$ cat src/rtl/pc_pkg.sv
// Shared op encodings and width helpers for the program-counter unit.
package pc_pkg;

   localparam int unsigned PC_OP_W = 3;

   localparam logic [PC_OP_W-1:0] PC_NOP  = 3'd0;
   localparam logic [PC_OP_W-1:0] PC_INC  = 3'd1;
   localparam logic [PC_OP_W-1:0] PC_JMP  = 3'd2;
   localparam logic [PC_OP_W-1:0] PC_BRR  = 3'd3;
   localparam logic [PC_OP_W-1:0] PC_CALL = 3'd4;
   localparam logic [PC_OP_W-1:0] PC_RET  = 3'd5;

   // Bits needed to count 0..depth stack entries.
   function automatic int unsigned pc_depth_w(input int unsigned depth);
      return $clog2(depth + 1);
   endfunction

   // Bits needed to index depth storage slots (at least one).
   function automatic int unsigned pc_idx_w(input int unsigned depth);
      return (depth > 1) ? $clog2(depth) : 1;
   endfunction

endpackage

$ cat src/rtl/pc_ret_stack.sv
// Return-address LIFO; callers guarantee push/pop are valid and exclusive.
module pc_ret_stack
   import pc_pkg::*;
#(
   parameter  int unsigned ADDR_W  = 8,
   parameter  int unsigned DEPTH   = 4,
   localparam int unsigned DEPTH_W = pc_depth_w(DEPTH),
   localparam int unsigned IDX_W   = pc_idx_w(DEPTH)
) (
   input  logic               CLK,
   input  logic               RESET_N,
   input  logic               push,
   input  logic               pop,
   input  logic [ADDR_W-1:0]  din,
   output logic [ADDR_W-1:0]  top,
   output logic [DEPTH_W-1:0] depth,
   output logic               full,
   output logic               empty
);

   logic [DEPTH_W-1:0] ptr_q, ptr_d;
   logic [ADDR_W-1:0]  mem_q [DEPTH];
   logic [ADDR_W-1:0]  mem_d [DEPTH];
   logic [IDX_W-1:0]   wr_idx;
   logic [IDX_W-1:0]   top_idx;

   assign wr_idx  = IDX_W'(ptr_q);
   assign top_idx = (ptr_q == '0) ? '0 : IDX_W'(ptr_q - DEPTH_W'(1));

   // Next pointer and storage image.
   always_comb begin
      ptr_d = ptr_q;
      mem_d = mem_q;
      if (push) begin
         mem_d[wr_idx] = din;
         ptr_d         = ptr_q + DEPTH_W'(1);
      end else if (pop) begin
         ptr_d = ptr_q - DEPTH_W'(1);
      end
   end

   // Stack pointer; reset empties the stack.
   always_ff @(posedge CLK or negedge RESET_N) begin
      if (!RESET_N) ptr_q <= '0;
      else          ptr_q <= ptr_d;
   end

   // Storage contents are don't-care after reset, so no reset here.
   always_ff @(posedge CLK) begin
      mem_q <= mem_d;
   end

   assign top   = mem_q[top_idx];
   assign depth = ptr_q;
   assign full  = (ptr_q == DEPTH_W'(DEPTH));
   assign empty = (ptr_q == '0);

endmodule

$ cat src/rtl/pc_stack_unit.sv
// Program counter with relative branch and hardware CALL/RET stack.
module pc_stack_unit
   import pc_pkg::*;
#(
   parameter  int unsigned ADDR_W    = 8,
   parameter  int unsigned OFF_W     = 8,
   parameter  int unsigned DEPTH     = 4,
   parameter  int unsigned RESET_VEC = 0,
   localparam int unsigned DEPTH_W   = pc_depth_w(DEPTH)
) (
   input  logic               CLK,
   input  logic               RESET_N,
   input  logic [PC_OP_W-1:0] pc_op,
   input  logic               pc_stall,
   input  logic [ADDR_W-1:0]  pc_target,
   input  logic [OFF_W-1:0]   pc_offset,
   input  logic               err_clr,
   output logic [ADDR_W-1:0]  address,
   output logic [DEPTH_W-1:0] stack_depth,
   output logic               stack_empty,
   output logic               stack_full,
   output logic               ovf_err,
   output logic               unf_err
);

   logic [ADDR_W-1:0] address_q, address_d;
   logic              ovf_q, ovf_d;
   logic              unf_q, unf_d;
   logic              push, pop;
   logic [ADDR_W-1:0] push_din;
   logic [ADDR_W-1:0] stk_top;
   logic [ADDR_W-1:0] off_ext;
   logic [ADDR_W-1:0] addr_inc;

   assign off_ext  = ADDR_W'($signed(pc_offset));
   assign addr_inc = address_q + ADDR_W'(1);

   pc_ret_stack #(
      .ADDR_W (ADDR_W),
      .DEPTH  (DEPTH)
   ) u_stack (
      .CLK     (CLK),
      .RESET_N (RESET_N),
      .push    (push),
      .pop     (pop),
      .din     (push_din),
      .top     (stk_top),
      .depth   (stack_depth),
      .full    (stack_full),
      .empty   (stack_empty)
   );

   // Next-address mux, validity-gated stack strobes and sticky flags.
   always_comb begin
      address_d = address_q;
      push      = 1'b0;
      pop       = 1'b0;
      push_din  = addr_inc;
      ovf_d     = ovf_q & ~err_clr;
      unf_d     = unf_q & ~err_clr;
      if (!pc_stall) begin
         case (pc_op)
            PC_INC: address_d = addr_inc;
            PC_JMP: address_d = pc_target;
            PC_BRR: address_d = address_q + off_ext;
            PC_CALL: begin
               if (stack_full) begin
                  ovf_d = 1'b1;
               end else begin
                  push      = 1'b1;
                  address_d = pc_target;
               end
            end
            PC_RET: begin
               if (stack_empty) begin
                  unf_d = 1'b1;
               end else begin
                  pop       = 1'b1;
                  address_d = stk_top;
               end
            end
            default: ;
         endcase
      end
   end

   // PC and error flag registers.
   always_ff @(posedge CLK or negedge RESET_N) begin
      if (!RESET_N) begin
         address_q <= ADDR_W'(RESET_VEC);
         ovf_q     <= 1'b0;
         unf_q     <= 1'b0;
      end else begin
         address_q <= address_d;
         ovf_q     <= ovf_d;
         unf_q     <= unf_d;
      end
   end

   assign address = address_q;
   assign ovf_err = ovf_q;
   assign unf_err = unf_q;

endmodule

$ cat config.mk
export PLATFORM = sky130hd
export DESIGN_NAME = pc_stack_unit
export DESIGN_NICKNAME = d
export VERILOG_FILES = /design/src/rtl/pc_pkg.sv /design/src/rtl/pc_ret_stack.sv /design/src/rtl/pc_stack_unit.sv
export SDC_FILE = /design/constraint.sdc
export NUM_CORES = 1
export LEC_CHECK = 0
export ABC_AREA = 1
export ABC_CLOCK_PERIOD_IN_PS = 3000
export BUFFER_PORTS_ARGS = -buffer_cell sky130_fd_sc_hd__clkbuf_2
export CORE_ASPECT_RATIO = 1.4
export CORE_UTILIZATION = 40
export DETAILED_ROUTE_END_ITERATION = 8
export HOLD_SLACK_MARGIN = 0.03
export PLACE_DENSITY = 0.66
export SYNTH_ARGS = -nofsm -noshare
export SYNTH_HDL_FRONTEND = slang
export SYNTH_SLANG_ARGS = --single-unit
export TNS_END_PERCENT = 5
$ cat constraint.sdc
create_clock -name CLK -period 3 [get_ports CLK]
set_clock_uncertainty 0.05 [all_clocks]
set_input_delay 0.6 -clock CLK [delete_from_list [all_inputs] [get_ports CLK]]
set_output_delay 0.6 -clock CLK [all_outputs]
set_load 0.01 [all_outputs]
# Word-level counts from Yosys, hierarchy flattened
# Cells that the tools add are included.
[op_classes] n_addsub=4 order_cmp=3 eq_ne=8 n_mux=24 bitwise_logic=6 reduce_logical=5
[ops] op="$mux 8" n=5
[ops] op="$pmux 8 s5" n=1
[ops] op="$bwmux 32" n=1
[ops] op="$bmux 8 s2" n=1
[ops] op="$demux 8 s2" n=1
[ops] op="$mux 1" n=12
[ops] op="$eq 3x3->1 const B" n=3
[ops] op="$add 8x1->8 const B" n=1
[ops] op="$add 8x8->8" n=1
[ops] op="$eq 3x2->1 const B" n=2
[ops] op="$ge 3x3->1 const B" n=2
[ops] op="$mux 3" n=2
[ops] op="$not 2->3" n=2
[ops] op="$reduce_bool 5->1" n=1
[ops] op="$ne 2x2->1 const B" n=2
[ops] op="$reduce_and 4->1" n=1
[ops] op="$add 3x1->3 const B" n=1
[ops] op="$eq 3x1->1 const B" n=1
[ops] op="$logic_not 3->1" n=1
[ops] op="$lt 3x1->1 const B" n=1
[ops] op="$sub 3x1->3 const B" n=1
[ops] op="$and 1x1->1" n=2
[ops] op="$mux 2" n=1
[ops] op="$not 1->1" n=2
[ops] op="2 further kinds" n=2
[totals] regBits=45 output_inout_bits=15 word_cells=58

# Depth between registers and ports, before layout
# Gate-level depths: netlist (run 1).
[depth] word_depth=8 mapped_depth=14 mapped_depth_nobuf=14

# By module
# A second synthesis (run 1) with hierarchy kept.
[unflattened] hier_cells=347 hier_area_um2=2825.2
[modules_own_cells] mod="pc_ret_stack" n_inst=1 cells_each=160 area_per_inst_um2=1637.8 seq_area_each_um2=1036.0
[modules_own_cells] mod="pc_stack_unit" n_inst=1 cells_each=187 area_per_inst_um2=1187.4 seq_area_each_um2=250.2

# Worst setup path before layout (run 1)
# OpenSTA, ideal clock, no wires.
[synth_path] path_type="register to register" startpoint="register u_stack.ptr_q[0], in the netlist u_stack.depth[0]" endpoint="register u_stack.mem_q[10] (netlist name), enable pin" setup_time_ps=371 t_arrival_ps=1769 setup_slack_ps=811 stages_incl_launch_ff=7 n_path_buf=1 cell_sequence="dfrtp_1 -> inv_1 -> buf_2 -> ha_1 -> nand2_1 -> nand3_1 -> nor2_1"
[synth_between] elab_chain_len=4
[synth_lines] element="start, declared" line="pc_ret_stack.sv:21" source="logic [DEPTH_W-1:0] ptr_q, ptr_d;"
[synth_lines] element="start signal, assigned" line="pc_ret_stack.sv:45" source="else ptr_q <= ptr_d;"
[synth_lines] element="$eq 3x3->1" line="pc_ret_stack.sv:55" source="assign full = (ptr_q == DEPTH_W'(DEPTH));"
[synth_lines] element="$mux 1" line="pc_stack_unit.sv:67" source="if (stack_full) begin"
[synth_lines] element="$mux 1" line="pc_stack_unit.sv:62" source="case (pc_op)"
[synth_lines] element="$mux 1" line="pc_stack_unit.sv:61" source="if (!pc_stall) begin"
[synth_lines] element="end signal, assigned" line="pc_ret_stack.sv:50" source="mem_q <= mem_d;"
[synth_lines] element="end, declared" line="pc_ret_stack.sv:22" source="logic [ADDR_W-1:0] mem_q [DEPTH];"
# Every way passes these cells.
# A chain may end at the register's enable or synchronous reset.

# Worst setup path in the final report (run 1)
[layout_path] startpoint="register u_stack.ptr_q[0], in the netlist u_stack.depth[0]" endpoint="output stack_full"
[layout_between] elab_chain_len=1
[layout_lines] element="$eq 3x3->1" line="pc_ret_stack.sv:55"
[layout_lines] element="end, declared" line="pc_stack_unit.sv:21" source="output logic stack_full,"
# Every way passes these cells.

==> results of run 1 <==
cells in the final DEF (no fill, tap or decap):
cell / instances
sky130_fd_sc_hd__xor2_1: 5
sky130_fd_sc_hd__nand3_1: 27
sky130_fd_sc_hd__o21ai_0: 11
sky130_fd_sc_hd__nand2_1: 95
sky130_fd_sc_hd__nand3b_1: 4
sky130_fd_sc_hd__nand2_2: 1
sky130_fd_sc_hd__xnor2_1: 3
sky130_fd_sc_hd__clkbuf_2: 37
sky130_fd_sc_hd__inv_1: 45
sky130_fd_sc_hd__o21ai_1: 3
sky130_fd_sc_hd__ha_1: 14
sky130_fd_sc_hd__clkbuf_8: 5
sky130_fd_sc_hd__or2_2: 4
sky130_fd_sc_hd__nor2_4: 1
sky130_fd_sc_hd__dfrtp_1: 13
sky130_fd_sc_hd__o21ai_2: 2
sky130_fd_sc_hd__inv_2: 4
sky130_fd_sc_hd__o22ai_1: 1
sky130_fd_sc_hd__nand4_4: 1
sky130_fd_sc_hd__clkinvlp_4: 1
sky130_fd_sc_hd__nand2_4: 2
sky130_fd_sc_hd__clkinv_4: 1
sky130_fd_sc_hd__fa_1: 1
sky130_fd_sc_hd__a21oi_1: 17
sky130_fd_sc_hd__o31ai_1: 1
sky130_fd_sc_hd__bufinv_16: 1
sky130_fd_sc_hd__nor2_2: 1
sky130_fd_sc_hd__edfxtp_1: 32
sky130_fd_sc_hd__nor2_1: 37
sky130_fd_sc_hd__nand3_2: 1
state kept, by name, indices dropped and copies added (netlist names):
signal and count:
ovf_err 1, unf_err 1, address 8, u_stack.depth 3, u_stack.mem_q 32
metal layers:
| metal | global-route usage [%] | vias up | part of all wire (%) |
|---|---|---|---|
| met1 | 22.3 | 1008 | 41 |
| met4 | 8.75 | 0 | 3.3 |
| met3 | 2.84 | 13 | 3.0 |
| met2 | 33.8 | 52 | 52 |
| met5 | 0 | - | 0 |
| li1 | - | 1143 | - |
through the flow:
| step | power [mW] | cell area [um^2] | worst slack (ns) | instances |
|---|---|---|---|---|
| detailed placement | 2.03 | 2960 | 0.514 | 437 |
| floorplan | 1.69 | 2720 | 0.811 | 330 |
| finish | 2.48 | 3080 | 0.480 | 445 |
| global placement | 2.01 | 2960 | 0.624 | 437 |
| CTS | 2.49 | 3080 | 0.484 | 445 |
| global route | 2.67 | 3080 | 0.352 | 445 |
where the power goes:
group | internal, mW | switching, mW
Sequential | 0.794 | 0.112
Combinational | 0.380 | 0.728
Clock | 0.249 | 0.214
Total | 1.42 | 1.05
cell families (layout without fill, tap and decap cells):
family          count (synthesis)  after routing  share of synthesized area, %
simple gates                  174            174                          28.1
buf+inv                        53             94                          7.92
flops                          45             45                          47.4
compound gates                 35             35                          6.86
fa+ha+maj                      15             15                          7.19
xor+xnor                        8              8                          2.58
layout make-up:
cell class	instances	area share, %
flip-flops and latches	45	41.8
multi-input cells	232	39.5
repair buffers	37	6.02
inverters	49	5.98
well taps	74	3.01
clock buffers	5	2.24
clock inverters	3	1.50
cell usage after synthesis, drive strengths merged:
master and count:
or2 4, clkbuf 1, xnor2 3, inv 49, dfrtp 13, xor2 5
edfxtp 32, o21ai 16, nand2 98, nand3 28, nand4 1, nand3b 4
o22ai 1, ha 14, o31ai 1, buf 3, a21oi 17, fa 1
nor2 39
how the worst max path moves through the flow:
stage                              endpoint  slack (ns)  depth (start not counted)
after floorplan           u_stack.mem_q[10]        0.81                          6
after global placement     u_stack.mem_q[0]        0.62                          5
after detailed placement   u_stack.mem_q[0]        0.51                          5
after CTS                        stack_full        0.48                          5
after global routing      u_stack.mem_q[10]        0.35                          5
final                            stack_full        0.48                          5
==> results.md, run 1 <==
Route:
- Dividing the detail-routed via count by the number of cells gives 4.98.
- The number of nets still failing antenna checks after routing is 0.
- The DRC marker count from the first detailed-route iteration is 132.
- In the final routed layout, each cell accounts on average for 14.1 um.
- The detailed-route via count is 2216.
- The pre-antenna-repair detailed-routing pass consisted of 4 iterations.
- Summed over all layers, the routed wires come to 6290 um.
- In the routed design, unresolved DRC markers number 0.

Power and ir drop:
- The power per cell area is 805 nW/um^2.
- IR analysis of the VDD net gives a maximum drop of 320 uV.
- The analysis attributes to cell leakage a power of 1.54 nW.

Final layout:
- In the final layout, the multi-input gates occupy 1210 um^2.
- Once layout is complete, the utilization of the core stands at 46.9%.
- The layout overhead on the synthesized area is 13.3%.
- The fill cell instance count of the final layout is between 600 and 700.
- The number of antenna diodes is 0.
- Of the cells placed in the final design, the portion with a size suffix greater than 1 is 16.7%.
- Across the whole layout, storage elements account for 1290 um^2.
- At the end of the flow, the number of nets in the layout was roughly 410.

Setup path:
- In this design, the stage delay of the slowest critical-path cell is 0.45 ns.
- In this run the worst setup path begins at u_stack.depth[0].
- The setup check on the worst reg-to-reg path leaves a slack of 0.50 ns.
- The endpoint kind of the worst setup timing path is a primary output.
- The worst setup path is launched from a register.
- The family of cells with the greatest summed delay on the critical path is buffers and inverters.
- Counting cells, the worst reg-to-reg path comes to 5.
- The required time of the critical path is between 2 and 2.5 ns.
- The number of buffers and inverters on the critical path is 3.
- The signal on the critical path passes through inv_1 > ha_1 > nand2_1 > inv_1 > clkbuf_2.
- In this run the critical register-to-register path is launched from u_stack.depth[0].
- The arrival time of the worst setup path is 1.87 ns.
- The classification of the worst setup path is reg -> out.
- The critical register-to-register path endpoint is u_stack.mem_q[0].
- The cell occurring most often along the worst timing path is sky130_fd_sc_hd__inv_1.
- The slowest stage of the critical path is the sky130_fd_sc_hd__dfrtp_1 cell.
- Of all nets on the critical path, the largest fanout is 15.

Floorplanning:
- During I/O placement, the number of pins put on the boundary was 38.
- For this configuration, the core starts out at a cell density of 41.4%.
- The horizontal extent of the die is 71.6 um.
- The floorplan step defined a die boundary enclosing slightly above 7000 um^2.
- Row generation in the floorplan step produced 35 rows.
- The region available for standard cell placement spans between 6000 and 7000 um^2.
- The die extent in y is 99.5 um.

Logic synthesis:
- The post-synthesis sequential area ratio is 47.4%.
- The cell taking the most area after synthesis is sky130_fd_sc_hd__edfxtp_1.
- The combined area of all synthesized cells is 2720 um^2.
- The number of distinct standard cells referenced by the synthesized netlist is 28.
- Synthesis inferred 45 register bits.
- The number of nets in the synthesized netlist is between 300 and 400.
- The per-instance average area after synthesis is approximately 8 um^2.
- The synthesis warning total is 0.
- The cell count after synthesis is 330.
- The share of synthesized area in the top cell type comes to ~35%.
- By area the synthesized netlist is led by sky130_fd_sc_hd__edfxtp_1, sky130_fd_sc_hd__nand2_1, sky130_fd_sc_hd__dfrtp_1.

CTS:
- In this run the number of H-tree levels came out at 2.
- Hold repair after CTS inserted 0 buffers.
- For the worst-skew pair, the clock arrives at the later sink with an insertion delay of 0.31 ns.
- Gates resized during post-CTS repair numbered 0.
- In this run, CTS created clock tree buffers numbering 5.
- The number of clock sinks is between 40 and 50.
- The CTS tree is built.
- The root buffer cell is sky130_fd_sc_hd__clkbuf_8.
- In this run the deepest clock path goes through 2 buffers.
- Post-CTS timing repair inserted 0 buffers for setup.
- The clock transition at the registers of the reported paths is about 0.09 ns.

Timing:
- The highest attainable clock frequency is around 0.40 GHz.
- The slew at the pin with the worst max-slew slack is roughly 0.63 ns.
- In this run the tightest slew margin relative to its limit is around 58%.
- The max-slew violation count is 0.
- After layout, the worst path uses 84.0% of the clock period.
- Setup repair after global routing left no endpoint under its margin.
- The number of failing hold endpoints at the final stage was 0.
- Setup total negative slack on the finished layout was measured at 0 ns.
- The smallest hold slack is 0.151 ns.
- The minimum clock period after layout is 2.52 ns.
- The total setup violations reported at the end of the flow is 0.

Global routing:
- The global-route wire length before repair is 10100 um.
- The via count of the first global-routing pass came to 2115.
- The aggregate global routing overflow is 0.
- The combined global-route utilization of all metal layers is 19.0%.
- The largest net degree at the start of global routing is 19.
- The initial antenna violation count was 0.

Status:
- The run finished with clean final reports.

Place:
- The congestion estimate from routability-driven global placement came to 0.862.
- Port buffering added 37 buffers.
- The post-detailed-placement half-perimeter wirelength is 4960 um.

Hold path:
- The tightest min-delay check is of the in -> async type.

Run:
- Max-cap violations in this run came to 0.
No activity file was read; power rests on OpenSTA's default activity.
==> run 2, diff against run 1 <==
Settings changed: ABC_CLOCK_PERIOD_IN_PS 3000 to 2200, PLACE_DENSITY 0.66 to 0.68.
Clock period 3 ns to 2.2 ns, I/O delays scaled along.
==> results.md, run 2 (same netlist as run 1, synthesis figures left out) <==
Global routing:
- The global-route wire length before repair is 10100 um (about the same).
- The via count of the first global-routing pass is 2136 (was 2115).
- The largest net degree at the start of global routing is 19 (unchanged).
- The initial antenna violation count is 0 (unchanged).
- The aggregate global routing overflow is 0 (unchanged).
- The combined global-route utilization of all metal layers is 18.6% (was 19.0%).

Floorplanning:
- The core footprint came to 6570 um^2 (unchanged).
- The die extent in y is 99.5 um (unchanged).
- The initial standard-cell utilization of the core is 41.4% (unchanged).
- The boundary pin count is 38 (unchanged).
- The horizontal extent of the die is 71.6 um (unchanged).
- The number of placement rows is 35 (unchanged).
- The area of the die is 7130 um^2 (unchanged).

Setup path:
- The cell with the largest stage delay on the worst path is sky130_fd_sc_hd__dfrtp_1 (unchanged).
- The required time of the critical path is 1.71 ns (was 2.35 ns).
- The endpoint kind of the worst setup timing path was a primary output (unchanged).
- List of cells traversed by the critical path: inv_1 > ha_1 > nand2_4 > inv_2 > clkbuf_2 (was inv_1 > ha_1 > nand2_1 > inv_1 > clkbuf_2).
- The arrival time of the worst setup path is 1.53 ns (was 1.87 ns).
- The classification of the worst setup path is reg -> out (unchanged).
- The critical register-to-register path endpoint was u_stack.mem_q[26] (was u_stack.mem_q[0]).
- The register-to-register setup slack is 0.28 ns (was 0.50 ns).
- The element type at the critical path start is a register (unchanged).
- The beginning of the worst register-to-register path is u_stack.depth[1] (was u_stack.depth[0]).
- The largest incremental delay on the critical path was 0.44 ns (was 0.45 ns).
- The peak fanout along the critical path was 8 (was 15).
- The depth of the worst register-to-register path is 6 (was 5).

Power and ir drop:
- The power per cell area is 1110 nW/um^2 (was 805 nW/um^2).
- The leakage power came to 1.61 nW (was 1.54 nW).
- The overall power came to 3.52 mW (was 2.48 mW).
- The peak supply drop was 550 uV (was 320 uV).

Final layout:
- The layout overhead on the synthesized area is 17.0% (was 13.3%).
- The number of flip-flops under the largest register name is 32 (unchanged).
- The register ranked first by flip-flop count is u_stack.mem_q (unchanged).
- The number of antenna diodes is 0 (unchanged).
- Commonest non-fill, non-tap cells in the layout: sky130_fd_sc_hd__nand2_1, sky130_fd_sc_hd__inv_1, sky130_fd_sc_hd__nor2_1, sky130_fd_sc_hd__clkbuf_2, sky130_fd_sc_hd__edfxtp_1 (unchanged).
- The most common cell after layout, fill and taps aside was sky130_fd_sc_hd__nand2_1 (unchanged).
- The core occupancy in the finished layout came to 48.4% (was 46.9%).
- The share of post-route cells with drive strength above 1 came to 18.6% (was 16.7%).
- The number of nets in the finished design is 418 (was 408).

Route:
- The wire length after detailed routing came to 6150 um (was 6290 um).
- The detailed-route via count is 2232 (was 2216).
- The DRC marker count from the first detailed-route iteration was 75 (was 132).
- The number of nets still failing antenna checks after routing was 0 (unchanged).
- The routed wire length per instance is 13.5 um (was 14.1 um).
- The number of vias per cell is 4.91 (was 4.98).
- The iteration count of the initial detailed-routing pass is 4 (unchanged).
- The number of remaining DRC errors is 0 (unchanged).

Run:
- The number of max-cap violations is 0 (unchanged).

Timing:
- The number of failing hold endpoints at the final stage came to 0 (unchanged).
- The tightest slew margin relative to the limit came to 68.3% (was 58.0%).
- The final setup TNS came to 0 ns (unchanged).
- Setup repair after global routing missed its margin: no (unchanged).
- The minimum clock period after layout is about 2.0 ns.
- The max-slew violation count was 0 (unchanged).
- The total setup violations reported at the end of the flow came to 0 (unchanged).
- The worst setup slack after layout was 0.183 ns (was 0.480 ns).
- The final clock period utilization by the worst path is 91.7%.
- The slew at the pin with the worst max-slew slack was 0.474 ns (was 0.628 ns).
- Based on the critical path, the design can be clocked at up to 0.496 GHz.

Hold path:
- The hold path startpoint is pc_stall.
- The worst hold path stage count is 2.
- The path with the worst hold slack has its endpoint at ovf_err.
- The worst hold path class was in -> reg (was in -> async).

Place:
- The final weighted congestion in routability-driven placement is 0.842 (was 0.862).
- The number of port buffers is 37 (unchanged).
- The minimum setup slack after placement came to 0.244 ns (was 0.514 ns).
- The post-detailed-placement half-perimeter wirelength is 4700 um (was 4960 um).

CTS:
- The CTS tree was built (unchanged).
- The number of clock buffers inserted by TritonCTS is 5 (unchanged).
- The number of H-tree levels is 2 (unchanged).
- The number of clock sinks was 45 (unchanged).
- The number of buffers on the longest clock path is 2 (unchanged).
- The clock transition at the registers of the reported paths is 0.09 ns (about the same).
- The root buffer cell is sky130_fd_sc_hd__clkbuf_8 (unchanged).
- The insertion delay to the later sink of the worst-skew pair was 0.29 ns (was 0.31 ns).
- The post-CTS setup repair buffer count is 0 (unchanged).

Status:
- Run status: finished, final reports clean (unchanged).
-- run 2: how the worst max path moves through the flow --
stage	start	end	slack [ns]	cells past startpoint
after floorplan	u_stack.depth[0]	u_stack.mem_q[10]	0.01	6
after global placement	u_stack.depth[1]	u_stack.mem_q[27]	0.29	6
after detailed placement	pc_offset[0]	address[6]	0.24	14
after CTS	u_stack.depth[1]	stack_empty	0.15	5
after global routing	u_stack.depth[1]	stack_full	0.05	5
final	u_stack.depth[1]	stack_empty	0.18	5
-- run 2: report_power, final --
| group | switching [mW] | internal (mW) | leakage, nW |
|---|---|---|---|
| combinational | 0.997 | 0.566 | 1.08 |
| clock | 0.293 | 0.457 | 0.0687 |
| sequential | 0.129 | 1.08 | 0.454 |
-- run 2: final cells by class --
class	count	area [um^2]
fillers	638	3390
flip-flops and latches	45	1290
multi-input cells	232	1210
repair buffers	47	263
inverters	49	184
well taps	74	92.6
clock buffers	5	68.8
clock inverters	3	68.8
-- run 2: metal layers --
layer	wire length, um	up-vias	track usage [%]
met2	3330	42	32.9
met4	176	0	9.50
met1	2530	1021	21.8
met5	0	-	0
met3	106	13	2.33
li1	-	1156	-
-- run 2: stage by stage --
stage	hold WS (ns)	cell area, um^2	std cells
after global placement	0.321	3030	446
after floorplan	0.0944	2720	330
final	0.310	3180	455
after global routing	0.307	3180	455
after CTS	0.299	3180	455
after detailed placement	0.320	3030	446
-- run 2: what timing repair did --
item,CTS,global route
endpoints found under the hold margin,13,0
resized for setup,0,0
endpoints found under the setup margin,0,0
hold buffers,1,0
-- run 2: worst max-delay path: cells and delay by family, from the launching register on --
family	cells	cell delay (ns)
AND/OR/NAND/NOR	1	0.14
buffers and inverters	3	0.34
adder cells (fa/ha/maj)	1	0.31
flip-flops	1	0.44
